File: src/rtl/poly_synth.sv
// rtl/poly_synth.sv - time-multiplexed polyphonic DDS synthesizer
// One wave generator and mixer walk NUM_VOICES phase accumulators once per sample tick.
module poly_synth #(
    parameter int NUM_VOICES = 8,
    parameter int PHASE_BITS = 32,
    parameter int WIDTH      = 16
) (
    input  logic                          clk_in,
    input  logic                          rst_in,
    input  logic                          sample_tick_in,
    input  logic [1:0]                    mode_in,
    input  logic                          cfg_we_in,
    input  logic [$clog2(NUM_VOICES)-1:0] cfg_voice_in,
    input  logic [PHASE_BITS-1:0]         cfg_incr_in,
    input  logic                          cfg_gate_in,
    input  logic                          overrun_clr_in,
    output logic [WIDTH-1:0]              sample_out,
    output logic                          sample_valid_out,
    output logic                          busy_out,
    output logic                          overrun_out
);

    localparam int IDX_W = $clog2(NUM_VOICES);
    localparam int ACC_W = WIDTH + IDX_W;
    localparam logic [WIDTH-1:0] HALF = {1'b1, {(WIDTH-1){1'b0}}};
    localparam logic [IDX_W-1:0] LAST_IDX = IDX_W'(NUM_VOICES - 1);

    typedef enum logic [1:0] {
        S_IDLE = 2'd0,
        S_RUN  = 2'd1,
        S_DONE = 2'd2
    } state_t;

    state_t                  r_state;
    state_t                  w_state_next;
    logic [IDX_W-1:0]        r_index;
    logic [1:0]              r_mode;
    logic signed [ACC_W-1:0] r_acc;
    logic [WIDTH-1:0]        r_sample;
    logic                    r_overrun;

    logic [PHASE_BITS-1:0]   r_phase [NUM_VOICES];
    logic [PHASE_BITS-1:0]   r_incr  [NUM_VOICES];
    logic                    r_gate  [NUM_VOICES];

    logic                    w_busy;
    logic                    w_valid;
    logic                    w_start;
    logic                    w_run;
    logic                    w_last;
    logic                    w_ovr_set;
    logic [PHASE_BITS-1:0]   w_phase_cur;
    logic [WIDTH-1:0]        w_p;
    logic [WIDTH-2:0]        w_tri_u;
    logic [WIDTH-1:0]        w_wave;
    logic [WIDTH-1:0]        w_contrib;
    logic signed [ACC_W-1:0] w_sum;

    always_ff @(posedge clk_in or posedge rst_in) begin
        if (rst_in) begin
            r_state <= S_IDLE;
        end else begin
            r_state <= w_state_next;
        end
    end

    always_comb begin
        w_state_next = r_state;
        case (r_state)
            S_IDLE:  if (sample_tick_in) w_state_next = S_RUN;
            S_RUN:   if (w_last) w_state_next = S_DONE;
            S_DONE:  w_state_next = S_IDLE;
            default: w_state_next = S_IDLE;
        endcase
    end

    always_comb begin
        w_busy  = (r_state != S_IDLE);
        w_valid = (r_state == S_DONE);
        w_run   = (r_state == S_RUN);
        w_start = (r_state == S_IDLE) && sample_tick_in;
    end

    assign w_last    = w_run && (r_index == LAST_IDX);
    assign w_ovr_set = sample_tick_in && w_busy;

    // Wave generator works on the top WIDTH bits of the pre-increment phase.
    assign w_phase_cur = r_phase[r_index];
    assign w_p         = w_phase_cur[PHASE_BITS-1 -: WIDTH];
    assign w_tri_u     = w_p[WIDTH-1] ? ~w_p[WIDTH-2:0] : w_p[WIDTH-2:0];

    always_comb begin
        w_wave = '0;
        case (r_mode)
            2'd0:    w_wave = w_p - HALF;
            2'd1:    w_wave = w_p[WIDTH-1] ? HALF : (HALF - 1'b1);
            2'd2:    w_wave = {w_tri_u, 1'b0} - HALF;
            default: w_wave = '0;
        endcase
    end

    assign w_contrib = r_gate[r_index] ? w_wave : '0;
    assign w_sum     = r_acc + {{IDX_W{w_contrib[WIDTH-1]}}, w_contrib};

    always_ff @(posedge clk_in or posedge rst_in) begin
        if (rst_in) begin
            r_index  <= '0;
            r_mode   <= 2'd0;
            r_acc    <= '0;
            r_sample <= '0;
        end else begin
            if (w_start) begin
                r_index <= '0;
                r_mode  <= mode_in;
                r_acc   <= '0;
            end else if (w_run) begin
                r_index <= r_index + 1'b1;
                r_acc   <= w_sum;
            end
            // Top WIDTH bits of the final sum are the sum arithmetically shifted by IDX_W.
            if (w_last) begin
                r_sample <= w_sum[ACC_W-1 -: WIDTH];
            end
        end
    end

    always_ff @(posedge clk_in or posedge rst_in) begin
        if (rst_in) begin
            for (int i = 0; i < NUM_VOICES; i++) begin
                r_incr[i] <= '0;
                r_gate[i] <= 1'b0;
            end
        end else if (cfg_we_in) begin
            r_incr[cfg_voice_in] <= cfg_incr_in;
            r_gate[cfg_voice_in] <= cfg_gate_in;
        end
    end

    // Phase advances with the incr/gate seen this cycle; config writes never touch phase.
    always_ff @(posedge clk_in or posedge rst_in) begin
        if (rst_in) begin
            for (int i = 0; i < NUM_VOICES; i++) begin
                r_phase[i] <= '0;
            end
        end else if (w_run) begin
            if (r_gate[r_index]) begin
                r_phase[r_index] <= w_phase_cur + r_incr[r_index];
            end else begin
                r_phase[r_index] <= '0;
            end
        end
    end

    always_ff @(posedge clk_in or posedge rst_in) begin
        if (rst_in) begin
            r_overrun <= 1'b0;
        end else if (w_ovr_set) begin
            r_overrun <= 1'b1;
        end else if (overrun_clr_in) begin
            r_overrun <= 1'b0;
        end
    end

    assign sample_out       = r_sample;
    assign sample_valid_out = w_valid;
    assign busy_out         = w_busy;
    assign overrun_out      = r_overrun;

endmodule

File: config.mk
export PLATFORM = sky130hd
export DESIGN_NAME = poly_synth
export DESIGN_NICKNAME = d
export VERILOG_FILES = /design/src/rtl/poly_synth.sv
export SDC_FILE = /design/constraint.sdc
export NUM_CORES = 1
export LEC_CHECK = 0
export ABC_CLOCK_PERIOD_IN_PS = 20500
export CAP_MARGIN = 40
export CORE_MARGIN = 2
export CORE_UTILIZATION = 62
export DETAILED_ROUTE_END_ITERATION = 8
export GPL_TIMING_DRIVEN = 0
export PLACE_DENSITY = 0.89
export SLEW_MARGIN = 20
export SYNTH_ARGS = -nofsm -noshare
export SYNTH_HDL_FRONTEND = slang
export SYNTH_SLANG_ARGS = --single-unit
File: constraint.sdc
create_clock -name clk_in -period 20.5 [get_ports clk_in]
set_input_delay 2.05 -clock clk_in [delete_from_list [all_inputs] [get_ports clk_in]]
set_output_delay 2.05 -clock clk_in [all_outputs]
set_load 0.01 [all_outputs]
==> results by group <==
Status
  • Outcome: finished, final reports clean

Routing
  • Vias per cell: 7.26
  • DRT iter0 DRCs: 3730
  • DRT Pass-1 Iters: 7
  • Via Count: 23.9k
  • DRC violations left: 0
  • Post-detailed-routing wire length: 97200 um
  • Final ANT Viol Nets: 0
  • WL/cell: 29.5 um

Worst hold path
  • Hold Path End: r_phase[253]
  • Hold Crit Class: flop to flop
  • Hold Path Cell Cnt: 2
  • Hold Startpoint: r_phase[253]

Worst setup path
  • CP required: 20.97 ns
  • Slowest CP cell: a221oi_1
  • RR Startpoint: r_index[0]
  • CP arrival: 7.27 ns
  • Reg2Reg Depth: 20
  • Crit-path max cell delay: 0.70 ns
  • Setup Crit Path Kind: flop to flop
  • Worst setup path startpoint: r_index[0]
  • Crit Path Max Fanout: 10
  • Startpoint Class: flop
  • Top cell by count, worst path: clkbuf_1
  • CP endpoint kind: flop
  • R2R Path End: r_phase[179]
  • Reg2reg setup slack: 13.70 ns
  • Critical path, cell by cell: buf_2 > buf_1 > nand2_1 > nor2_1 > buf_6 > clkbuf_1 > clkbuf_1 > buf_6 > a22oi_1 > nand4_1 > ha_1 > clkbuf_1 > a21oi_1 > nand2_1 > a211oi_1 > o31a_1 > nor2_1 > a221oi_1 > buf_2 > o21ai_0

Floorplanning
  • Die area: 45700 um2
  • Core ar.: 43300 um2
  • Io pins: 62
  • Core Rows: 76
  • Die Span Y: 214 um
  • Horiz. Die Dim: 214 um
  • Effective utilization at floorplan: 0.630

Power
  • P_leak: 13.3 nW
  • Max IR drop VDD: 0.105 mV
  • PwrDens: 198 nW/um2

Place
  • GPL Wtd Cong: 0.970
  • DPL Wire Length: 65300 um
  • Post-Place Worst Slack: 13.69 ns
  • Number of I/O port buffers: 57

STA
  • Fmax: 0.147 GHz
  • Final Cycle Share: 0.332
  • Skew final: 0.0346 ns
  • Minimum clock period: 6.80 ns
  • Sum Neg Setup Slack: 0 ns
  • Slew at the pin closest to its max-slew limit: 1.07 ns
  • RSZ-0062 raised after global routing: no
  • Setup ws final: 13.70 ns
  • Final setup fails: 0
  • Max-slew violations: 0
  • Final hold slack: 0.477 ns
  • Fin. Hold Viols: 0
  • Worst rel slew slack: 0.284

Clock tree
  • CTS root buf: clkbuf_16
  • Latest clock arrival within the worst-skew pair: 0.66 ns
  • Clock sink total: 563
  • H-tree Lvls: 2
  • CTS Buffer Depth: 3
  • Setup Buffers After CTS: 0
  • Post-cts sizing count: 0
  • CTS buffer count: 55
  • Hold-fix buffer count after cts: 0
  • CTS tree: done
  • Clock Pin Slew Worst Setup and Hold Paths: 0.07 ns

Synthesis
  • Most common flop cell mapped by yosys: dfrtp_1
  • Top-count cell post-synth: dfrtp_1
  • Largest area contributor in the netlist: dfrtp_1
  • Post-synth cell types: 73
  • Synth area leaders: dfrtp_1 (52%), mux2_2 (12%), a22oi_1 (5.1%), nand2_1 (4.2%), o21ai_0 (3.7%)
  • Asr flop ratio synth: 1.00
  • Post-synth EDFFs: 0
  • Avg Inst Size Synth: 11.0 um2
  • Synth Instances: 2487
  • Register bit total from synthesis: 563
  • YS warnings: 0
  • Post-synth top area share: 0.517
  • Post-synthesis cell area: 27300 um2
  • Post-synthesis sequential area ratio: 0.517
  • Post-synth top cells: dfrtp_1 (563), nand2_1 (303), mux2_2 (281)
  • Post-Syn Nets: 2583

Finish
  • Post-layout util: 0.721
  • P&R area growth vs syn: 14.4%
  • Share of cells above drive strength 1: 0.175
  • Nets: 2758

Global route
  • GRT Resource Usage Total: 0.428
  • Met1 track demand over resource: 0.535
  • Met2 GRT Util: 0.627
  • Initial antenna violation count: 4
  • Met3 usage: 0.162
  • GRT Residual Overflow: 0
  • Largest net degree at the start of global routing: 115
  • First-pass GRT wire length: 143000 um
  • Vias in the first global route: 23.5k
  • GR peak layer: met2

Flow run
  • Max Cap Violations: 0
==> worst max-delay path, delay by kind of cell (launching register included) <==
kind                       cells  cell delay (ns)
DFF                            1             0.43
and+or+nand+nor                5             1.05
buffers and inverters          8             2.90
AOI/OAI and AO/OA              6             1.95
adders and majority gates      1             0.28
==> worst max path at each step <==
stage | endpoint | cells after the start
after global placement | sample_out[3] | 2
after floorplan | overrun_out | 1
after global routing | r_phase[179] | 20
after CTS | r_phase[180] | 18
final | r_phase[179] | 20
after detailed placement | r_phase[180] | 18
==> sequential cells by signal (all words and copies together), names as in the netlist <==
signal,count
overrun_out,1
r_acc,19
r_gate,8
r_incr,256
r_index,3
r_mode,2
r_phase,256
r_state,2
sample_out,16
==> report_power, final <==
part | switching [mW] | internal (mW) | leakage (nW)
clock network | 0.461 | 0.613 | 0.914
logic | 2.32 | 1.10 | 5.29
registers | 0.212 | 1.46 | 7.09
total | 2.99 | 3.18 | 13.3
==> routing by layer <==
layer / vias up / wire length (um)
met3: 605 / 13900
met4: 2 / 7530
met5: - / 19
met2: 2106 / 42100
li1: 9611 / -
met1: 11600 / 33700
==> cells in the final DEF, fill, tap and decap left out, types with 12 or more instances in the layout <==
| cell type | n |
|---|---|
| a211o_1 | 15 |
| a21o_1 | 21 |
| a21oi_1 | 89 |
| a221oi_1 | 21 |
| a22o_1 | 63 |
| a22oi_1 | 186 |
| buf_1 | 17 |
| buf_2 | 13 |
| buf_4 | 12 |
| buf_6 | 29 |
| clkbuf_1 | 161 |
| clkbuf_16 | 55 |
| clkbuf_8 | 12 |
| clkdlybuf4s50_1 | 57 |
| dfrtp_1 | 563 |
| ha_1 | 51 |
| inv_1 | 17 |
| mux2_2 | 281 |
| mux2i_1 | 12 |
| nand2_1 | 303 |
| nand3_1 | 32 |
| nand4_1 | 65 |
| nor2_1 | 59 |
| nor3_1 | 35 |
| o211ai_1 | 12 |
| o21a_1 | 13 |
| o21ai_0 | 202 |
| o21bai_1 | 12 |
| o31ai_1 | 56 |
| or3_1 | 13 |
| xnor2_1 | 30 |
| xor2_1 | 14 |
==> through the flow <==
step / instance area (um2) / instances / total power [mW]
global placement: 28600 / 3129 / 4.61
CTS: 31000 / 3268 / 5.89
global route: 31200 / 3289 / 6.39
detailed placement: 29100 / 3169 / 4.80
floorplan: 27300 / 2487 / 3.67
finish: 31200 / 3292 / 6.17
==> cells by family after synthesis <==
kind of cell | share of synthesized area
compound gates | 0.185
xor+xnor | 0.0141
fa+ha+maj | 0.0249
buf+inv | 0.0285
flops | 0.517
mux | 0.131
simple gates | 0.100
==> layout make-up <==
class / count / area, um2
inverter: 19 / 78.8
multi-input combinational: 1727 / 12400
tap: 585 / 732
buffer: 178 / 707
clock buffer: 80 / 1590
clock inverter: 19 / 273
sequential: 563 / 14100
timing repair buffer: 118 / 1300
antenna: 3 / 7.51
fill: 2791 / 12100
Note: power is estimated with default switching activity, not from simulation.
